**config.mk**
```make
export PLATFORM = sky130hd
export DESIGN_NAME = pc_fetch_unit
export DESIGN_NICKNAME = d
export VERILOG_FILES = /design/src/rtl/fetch_pkg.sv /design/src/rtl/pc_fetch_unit_pc_reg.sv /design/src/rtl/pc_fetch_unit.sv
export SDC_FILE = /design/constraint.sdc
export NUM_CORES = 1
export LEC_CHECK = 0
export ABC_AREA = 1
export CAP_MARGIN = 10
export CORE_MARGIN = 2
export CORE_UTILIZATION = 49
export DETAILED_ROUTE_END_ITERATION = 16
export GPL_ROUTABILITY_DRIVEN = 0
export PLACE_DENSITY = 0.81
export SLEW_MARGIN = 10
export SYNTH_ARGS = -nofsm -noshare
export SYNTH_HDL_FRONTEND = slang
export SYNTH_SLANG_ARGS = --single-unit
```
**constraint.sdc**
```tcl
create_clock -name CLK -period 2.28 [get_ports CLK]
set_input_delay 0.456 -clock CLK [delete_from_list [all_inputs] [get_ports CLK]]
set_output_delay 0.456 -clock CLK [all_outputs]
set_load 0.01 [all_outputs]
```
**src/rtl/fetch_pkg.sv**
```systemverilog
// Shared types and constants for the instruction-fetch front end.
package fetch_pkg;

  typedef enum logic [1:0] {
    IDLE = 2'd0,
    REQ  = 2'd1,
    WAIT = 2'd2,
    HOLD = 2'd3
  } fetch_state_t;

  localparam logic [31:0] NOP_INSTR        = 32'h0000_0013;
  localparam logic [31:0] DEFAULT_RESET_PC = 32'h0000_0000;

endpackage

```
**src/rtl/pc_fetch_unit_pc_reg.sv**
```systemverilog
// Program counter register: load-enabled, async active-low reset to RESET_PC.
// One-cycle latency from d to q; no backpressure (load is the only control).
module pc_reg #(
  parameter int              XLEN     = 32,
  parameter logic [XLEN-1:0] RESET_PC = '0
) (
  input  logic            clk,
  input  logic            rst_n,
  input  logic            load,
  input  logic [XLEN-1:0] d,
  output logic [XLEN-1:0] q
);

  always_ff @(posedge clk or negedge rst_n) begin
    if (!rst_n) begin
      q <= RESET_PC;
    end else if (load) begin
      q <= d;
    end
  end

endmodule

```
**src/rtl/pc_fetch_unit.sv**
```systemverilog
// Fetch front end: one outstanding I-cache read, 2-cycle best-case IC_Req->Valid_D.
// Decode stall holds the slot; a second word parks in the skid buffer and blocks new requests.
module pc_fetch_unit
  import fetch_pkg::*;
#(
  parameter int              XLEN     = 32,
  parameter logic [XLEN-1:0] RESET_PC = DEFAULT_RESET_PC,
  parameter int              CNT_W    = 16
) (
  input  logic             CLK,
  input  logic             RST,
  input  logic             PCSrc,
  input  logic [XLEN-1:0]  PCTarget,
  input  logic             Stall_D,
  output logic             IC_Req,
  output logic [XLEN-1:0]  IC_Addr,
  input  logic             IC_Ready,
  input  logic             IC_RspValid,
  input  logic [XLEN-1:0]  IC_RspData,
  output logic [XLEN-1:0]  PC,
  output logic [XLEN-1:0]  PCNext,
  output logic [XLEN-1:0]  Instr_D,
  output logic [XLEN-1:0]  PC_D,
  output logic             Valid_D,
  output logic [CNT_W-1:0] MissCount
);

  fetch_state_t    state, state_nxt;
  logic [XLEN-1:0] instr_q, pcd_q, skid_instr, skid_pc;
  logic            valid_q, kill, first_wait;
  logic [CNT_W-1:0] miss_cnt;

  logic            redirect, accept, consume, rsp_live;
  logic            deliver, to_skid, unload, advance, pc_load;
  logic [XLEN-1:0] pc_plus4, pc_target;

  assign redirect  = PCSrc & (state != IDLE);
  // A killed fetch is still in flight, so no new request until its response drains.
  assign IC_Req    = (state == REQ) & ~PCSrc & ~kill;
  assign IC_Addr   = PC;
  assign accept    = IC_Req & IC_Ready;
  assign consume   = valid_q & ~Stall_D;
  assign rsp_live  = (state == WAIT) & IC_RspValid & ~kill & ~redirect;
  assign deliver   = rsp_live & (~valid_q | ~Stall_D);
  assign to_skid   = rsp_live & valid_q & Stall_D;
  assign unload    = (state == HOLD) & ~redirect & ~Stall_D;
  assign advance   = rsp_live;

  assign pc_plus4  = PC + XLEN'(4);
  assign pc_target = PCTarget & ~XLEN'(3);
  assign PCNext    = redirect ? pc_target : (advance ? pc_plus4 : PC);
  assign pc_load   = redirect | advance;

  pc_reg #(
    .XLEN     (XLEN),
    .RESET_PC (RESET_PC)
  ) u_pc_reg (
    .clk   (CLK),
    .rst_n (RST),
    .load  (pc_load),
    .d     (PCNext),
    .q     (PC)
  );

  always_comb begin
    state_nxt = state;
    case (state)
      IDLE: state_nxt = REQ;
      REQ:  if (accept) state_nxt = WAIT;
      WAIT: begin
        if (IC_RspValid) begin
          if (kill || !valid_q || !Stall_D) state_nxt = REQ;
          else                              state_nxt = HOLD;
        end
      end
      HOLD: if (!Stall_D) state_nxt = REQ;
      default: state_nxt = IDLE;
    endcase
    if (redirect) state_nxt = REQ;
  end

  always_ff @(posedge CLK or negedge RST) begin
    if (!RST) begin
      state      <= IDLE;
      kill       <= 1'b0;
      first_wait <= 1'b0;
      miss_cnt   <= '0;
    end else begin
      state      <= state_nxt;
      first_wait <= accept;
      if (redirect) begin
        kill <= ((state == WAIT) | kill) & ~IC_RspValid;
      end else if (kill && IC_RspValid) begin
        kill <= 1'b0;
      end
      if ((state == WAIT) && first_wait && !IC_RspValid && (miss_cnt != '1)) begin
        miss_cnt <= miss_cnt + 1'b1;
      end
    end
  end

  always_ff @(posedge CLK or negedge RST) begin
    if (!RST) begin
      valid_q    <= 1'b0;
      instr_q    <= XLEN'(NOP_INSTR);
      pcd_q      <= '0;
      skid_instr <= '0;
      skid_pc    <= '0;
    end else begin
      if (redirect) begin
        valid_q <= 1'b0;
      end else if (deliver) begin
        valid_q <= 1'b1;
        instr_q <= IC_RspData;
        pcd_q   <= PC;
      end else if (unload) begin
        valid_q <= 1'b1;
        instr_q <= skid_instr;
        pcd_q   <= skid_pc;
      end else if (consume) begin
        valid_q <= 1'b0;
      end
      if (redirect) begin
        skid_instr <= '0;
        skid_pc    <= '0;
      end else if (to_skid) begin
        skid_instr <= IC_RspData;
        skid_pc    <= PC;
      end
    end
  end

  assign Instr_D   = instr_q;
  assign PC_D      = pcd_q;
  assign Valid_D   = valid_q;
  assign MissCount = miss_cnt;

endmodule

```
==> results of run 1 <==
registers in the layout (all words and copies together), names as in the netlist:
signal and count:
Instr_D 32, u_pc_reg.q 32, kill 1, first_wait 1, skid_pc 32, skid_instr 32
state 2, MissCount 16, Valid_D 1, PC_D 32
synthesized netlist by cell type (all sizes together):
| master | count |
|---|---|
| nand2 | 308 |
| dfrtp | 178 |
| nand3 | 173 |
| nor2 | 129 |
| buf | 82 |
| inv | 74 |
| a31oi | 64 |
| o21ai | 46 |
| xor2 | 19 |
| nand4 | 17 |
| clkbuf | 13 |
| o211ai | 12 |
| ha | 6 |
| nor3 | 4 |
| a21oi | 3 |
| dfstp | 3 |
| nand3b | 3 |
| o311ai | 2 |
| and2 | 1 |
| o31ai | 1 |
layout make-up:
type                       instances  area, um2  area share (%)
inverter                          74        278            2.03
timing repair buffer             402       3840            28.1
tap                              229        287            2.09
sequential                       181       4530            33.1
multi-input combinational        788       4160            30.4
clock buffer                      17        425            3.11
clock inverter                    15        154            1.12
timing repair:
action	CTS	global route
setup buffers	33	16
resized for setup	204	73
hold buffers	1	0
gates cloned	1	0
pin swaps	31	35
endpoints found under the setup margin	84	136
hold endpoints to repair	27	0
metrics by stage:
stage	instances	setup TNS, ps	setup WS, ps	hold slack (ps)
5_1_grt	1706	-15260	-613	515
6_report	1706	-11850	-503	498
3_3_place_gp	1632	-34390	-696	437
4_1_cts	1697	-10400	-462	502
2_1_floorplan	1138	0	93.0	160
3_5_place_dp	1632	-39710	-731	446
kinds of logic (layout without fill, tap and decap cells):
logic type      count (synthesis)  count (layout)  share of synthesized area [%]
simple gates                  635             635                           29.8
compound gates                128             128                           8.35
buf+inv                       169             508                           9.44
fa+ha+maj                       6               6                          0.824
flops                         181             181                           49.8
xor+xnor                       19              19                           1.83
worst reg2reg max path, cell delays in order, from the launching register on:
cell	delay [ps]
dfrtp_1	390
inv_2	120
ha_4	190
nand2_4	70
nor2_4	150
buf_4	140
nand3_2	80
nor2_2	120
buf_6	140
nand3_2	70
nand2_2	80
nand3_2	70
buf_4	140
buf_4	120
buf_4	120
buf_4	120
buf_4	120
buf_4	120
buf_4	120
nand2_2	60
per-layer routing:
metal  wire length (um)  part of all wire, %  up-vias
li1                   -                    -     4378
met1              11800                   39     4552
met2              14900                   49      576
met3               2490                  8.3       87
met4                991                  3.3        0
met5                  0                    0        -
path summary, 6_finish.rpt:
path | start | to | slack [ps] | cells past startpoint
max reg2reg | state[0] | u_pc_reg.q[28] | -300 | 19
max in group asynchronous | RST | Instr_D[18] | 1090 | 3
min reg2reg | skid_instr[10] | skid_instr[10] | 500 | 2
min in group asynchronous | RST | MissCount[6] | 550 | 2
min | skid_instr[10] | skid_instr[10] | 500 | 2
max | state[0] | PCNext[23] | -500 | 11
power breakdown:
group | switching, uW | internal, uW | total [uW]
registers | 578 | 4040 | 4620
logic | 3090 | 3260 | 6350
clock network | 1310 | 1620 | 2930
total | 4980 | 8920 | 13900
==> metrics.md, run 1 <==
| Metric | Value |
|---|---|
| Initial antenna violation count | 0 |
| Grt ovf | 0 |
| Skew final | 21.5 ps |
| Port Buffers | 245 |
| Total track usage | 29.4% |
| Sequential fraction of the synthesis area | 49.8% |
| IR drop worst, VDD | 0.581 mV |
| Avg Synthesized Cell Area | 8.00 um2 |
| Critical Path RT | 1820 ps |
| Layout fillers | 1,220 |
| Via/cell ratio | 5.62 |
| Number of global-route vias before repair | 9,140 |
| Period utilization | 122% |
| Clock sinks | 181 |
| Area Overhead vs Synth | 50.3% |
| Largest net degree at the start of global routing | 53 |
| Critical path capture point type | output port |
| Initial Utilization | 50.3% |
| DP Wirelength | 19,600 um |
| Diodes inserted | 0 |
| Crit path max-delay cell type | dfrtp_1 |
| Worst slew margin | 68.3% |
| Final setup viols | 32 |
| First-pass GRT wire length | 46,300 um |
| Failing checks | setup timing |
| Post-Syn Instances | 1,138 |
| Delay-heaviest family, CP | simple AND/OR/NAND/NOR gates |
| Routing usage on met3 | 5.74% |
| Final Slew Violations | 0 |
| CP Buf/Inv Count | 3 |
| CORE AREA | 18,100 um2 |
| Longest Clk Path Bufs | 2 |
| Drt initial violations | 860 |
| Maximum clock rate | 359 MHz |
| Status | complete, but fails checks |
| RSZ-0062 raised after global routing | yes |
| Final Hold Fails | 0 |
| Synth area leaders | dfrtp_1 (49%), nand2_1 (13%), nand3_1 (9.5%) |
| Crit path time final | 2780 ps |
| Clock Latency Late Sink | 440 ps |
| Worst-path clk slew | 70 ps |
| Worst Hold Class | reg2reg |
| Final instance area | 13,700 um2 |
| Crit-path cells | inv_2, ha_4, nand2_4, nor2_4, nand2_4, nor2_4, buf_6, nand3b_1, o21ai_2, nand3_2, buf_6 |
| GR Util met1 | 37.4% |
| Root Driver | clkbuf_16 |
| CP max FO | 4 |
| Yosys top cell area share | 48.9% |
| Post-DRT Antenna Nets | 0 |
| Critical path arrival | 2330 ps |
| Netlist cell types | 28 |
| Die height | 140 um |
| DRC violations left | 0 |
| Drt pass-1 iters | 6 |
| Vias | 9,593 |
| Row Count | 49 |
| Most frequent cells in the layout | nand2_1 (285), clkdlybuf4s50_1 (210), dfrtp_1 (177) |
| I/O pin count | 248 |
| Total power | 13,900 uW |
| Die area | 19,700 um2 |
| Layout cells sized above 1 | 21.1% |
| Wire per inst | 17.6 um |
| GRT Max-Usage Layer | met2 |
| Crit Path Class | reg2out |
| CTS tree | built |
| H-tree levels | 4 |
| Delay of the slowest critical-path stage | 390 ps |
| Most common cell after layout, fill and taps aside | nand2_1 |
| Final net count | 1,540 |
| Num CTS Buffers | 17 |
| Final WS setup | -503 ps |
| Post-layout util | 75.7% |
| YS warnings | 0 |
| Seq cells post-synth | 181 |
| Routed WL | 30,100 um |
| Max-cap viol count | 0 |
| Syn Nets | 1,214 |
| Leakage power | 0.00631 uW |
| Die W | 140 um |
| Worst slew pin tran | 476 ps |
| Dominant cell type by area after synthesis | dfrtp_1 |
| Mapped cell area | 9110 um2 |
| GRT met2 Usage | 49.5% |
| Critical Path Source Type | flip-flop |
| Placed Area | 12,300 um2 |
| Pwr Density | 1020 nW/um2 |
Note: power is estimated with default switching activity, not from simulation.
==> run 2: changes to the inputs <==
ABC_CLOCK_PERIOD_IN_PS = 2280   (was not set)
==> results of run 2 <==
Same layout as run 1: the final DEF is identical, and so are final timing and power.
==> run 3: changes to the inputs <==
--- a/constraint.sdc
+++ b/constraint.sdc
@@ -3,2 +3,2 @@
 set_output_delay 0.456 -clock CLK [all_outputs]
-set_load 0.01 [all_outputs]
+set_load 0.05 [all_outputs]
==> run 3 against run 2 <==
Compared with the run above: the run still ends with setup timing left; critical path type unchanged; non-clock buffer count up 2; sequential share of layout area down 2.0 points; highest routed layer unchanged; worst setup slack worse by 42 ps.
==> metrics.md, run 3 (same netlist as run 1, synthesis figures left out) <==
| Metric | Value |
|---|---|
| Maximum clock rate | 354 MHz (-1.5%) |
| Port Buffers | 245 (unchanged) |
| Min-delay src | skid_instr[9] |
| CTS tree | built |
| Vias | 9,845 (+2.6%) |
| Layout fillers | 1,067 (-13%) |
| Drt pass-1 iters | 8 (+2) |
| Final setup viols | 36 (+13%) |
| Worst Hold Class | reg2reg |
| Max-cap viol count | 0 (unchanged) |
| I/O pin count | 248 (unchanged) |
| Clock Latency Late Sink | 440 ps (about the same) |
| Final Slew Violations | 0 (unchanged) |
| Area Overhead vs Synth | 60.4% |
| First-pass GRT wire length | 47,000 um (+1.6%) |
| Number of global-route vias before repair | 9,251 (+1.2%) |
| Diodes inserted | 0 (unchanged) |
| Longest Clk Path Bufs | 2 (unchanged) |
| Final WS setup | -545 ps (-41.6 ps) |
| Status | complete, but fails checks |
| Wire per inst | 19.3 um (+9.6%) |
| DP Wirelength | 19,400 um (-1.4%) |
| CP max FO | 7 (+3) |
| Initial antenna violation count | 0 (unchanged) |
| Row Count | 49 (unchanged) |
| Period utilization | 124% (+1.8 points) |
| CORE AREA | 18,100 um2 (unchanged) |
| Initial Utilization | 50.3% (unchanged) |
| Die area | 19,700 um2 (unchanged) |
| Post-DRT Antenna Nets | 0 (unchanged) |
| Pwr Density | 1270 nW/um2 (+25%) |
| P_sw | 8720 uW (+75%) |
| Clock share of power | 17.3% (-3.8 points) |
| Crit Path Class | reg2out |
| IR drop worst, VDD | 0.842 mV (+45%) |
| Total track usage | 30.1% (+0.63 points) |
| Flop pwr share | 25.5% (-7.7 points) |
| Crit path from | u_pc_reg.q[3] |
| Num CTS Buffers | 17 (unchanged) |
| Final net count | 1,543 (+0.19%) |
| Most frequent cells in the layout | nand2_1 (279), clkdlybuf4s50_1 (188), dfrtp_1 (167) |
| Routed WL | 33,000 um (+9.8%) |
| Internal Pwr Total | 9760 uW (+9.4%) |
| RSZ-0062 raised after global routing | yes |
| Critical Path RT | 1820 ps (about the same) |
| DRC violations left | 0 (unchanged) |
| Final Hold Fails | 0 (unchanged) |
| Worst slew margin | 58.4% (-9.9 points) |
| Post-layout util | 80.8% (+5.1 points) |
| Skew final | 13.9 ps (-7.55 ps) |
| Largest net degree at the start of global routing | 57 (+7.5%) |
| Critical Path Source Type | flip-flop |
| Sw frac | 47.2% (+11 points) |
| Worst slew pin tran | 623 ps (+147 ps) |
| Pre-CTS setup slack | -460 ps (+271 ps) |
| TNS Setup | -13,710 ps (-1860 ps) |
| Drt initial violations | 1,007 (+17%) |
| Critical path capture point type | output port |
| Leakage power | 0.00678 uW (+7.3%) |
| Die W | 140 um (unchanged) |
| Failing checks | setup timing |
| Grt ovf | 0 (unchanged) |
| Layout cells sized above 1 | 23.3% (+2.2 points) |
| Reg-to-reg slack, setup | -500 ps (-200 ps) |
| Critical path arrival | 2370 ps (+40 ps) |
| Clock sinks | 181 (unchanged) |
| Crit path time final | 2820 ps (+41.6 ps) |
| Root Driver | clkbuf_16 |
| Combinational share of power | 57.1% (+11 points) |
| Worst-path clk slew | 70 ps (about the same) |
| H-tree levels | 4 (unchanged) |
| Reg2reg start | u_pc_reg.q[3] |
| Die height | 140 um (unchanged) |
| Via/cell ratio | 5.76 (+2.4%) |
| Most common cell after layout, fill and taps aside | nand2_1 |
==> run 3: cell count changes in the layout (fill, tap and decap cells not counted), moves of 4 or more <==
cell / before / now
nand2_1: 285 / 279
dfrtp_1: 177 / 167
buf_12: 15 / 46
nand3_1: 145 / 141
dfrtp_2: 1 / 11
dlymetal6s2s_1: 0 / 15
dlygate4sd2_1: 1 / 7
nand2_2: 14 / 21
clkdlybuf4s50_1: 210 / 188
clkbuf_16: 17 / 28
buf_2: 19 / 0
buf_6: 28 / 23
buf_4: 120 / 104
==> run 3: cell type report <==
| cell class | count | area (um2) | share of cell area [%] |
|---|---|---|---|
| Tap cell | 229 | 287 | 1.96 |
| Multi-Input combinational cell | 789 | 4300 | 29.5 |
| Clock inverter | 14 | 195 | 1.34 |
| Timing Repair Buffer | 404 | 4560 | 31.2 |
| Inverter | 74 | 280 | 1.92 |
| Sequential cell | 181 | 4550 | 31.1 |
| Clock buffer | 18 | 439 | 3.01 |
==> run 3: critical path, stage by stage (launching register included) <==
cell,delay (ps)
dfrtp_2,430
ha_1,210
nand3_1,130
inv_1,180
nand3_1,160
nor2_4,190
buf_6,160
nand3_4,70
nand2_2,90
nand3_2,80
nand2_2,100
buf_12,140
==> run 3: worst paths after layout <==
check	to	depth (start not counted)
setup / recovery	PCNext[26]	11
hold / removal	skid_instr[9]	2
setup reg to reg	u_pc_reg.q[26]	18
hold reg to reg	skid_instr[9]	2
max in group asynchronous	Instr_D[4]	3
min in group asynchronous	MissCount[7]	2
==> run 3: routing by layer <==
layer  up-vias  global-route usage [%]  routed length [um]
met4         0                    12.7                1230
li1       4388                       -                   -
met3       122                    6.91                3480
met5         -                       0                   0
met1      4667                    35.6               11600
met2       668                    52.7               16700
==> run 3: timing repair <==
item | in CTS | in global routing
setup buffers | 33 | 29
endpoints found under the hold margin | 12 | 0
resized for setup | 106 | 78
hold buffers | 1 | 0
endpoints found under the setup margin | 35 | 141
cloned | 2 | 11
pin swaps | 30 | 33
==> run 3: power by group through the flow <==
stage          Sequential (uW)  Clock, uW  Combinational, uW
2_1_floorplan             7420          0               3210
3_3_place_gp              4700          0               9470
3_5_place_dp              4740          0               9590
4_1_cts                   4690       3200              10000
5_1_grt                   4810       3330              11000
6_report                  4720       3200              10600
==> run 3: metrics by stage <==
step | instances | hold WS (ps) | cell area [um2] | power, uW
after floorplan | 1138 | 160 | 9220 | 10600
after global placement | 1608 | 452 | 12500 | 14200
after detailed placement | 1608 | 455 | 12500 | 14300
after CTS | 1674 | 502 | 13900 | 17900
after global routing | 1709 | 521 | 14600 | 19100
final | 1709 | 498 | 14600 | 18500
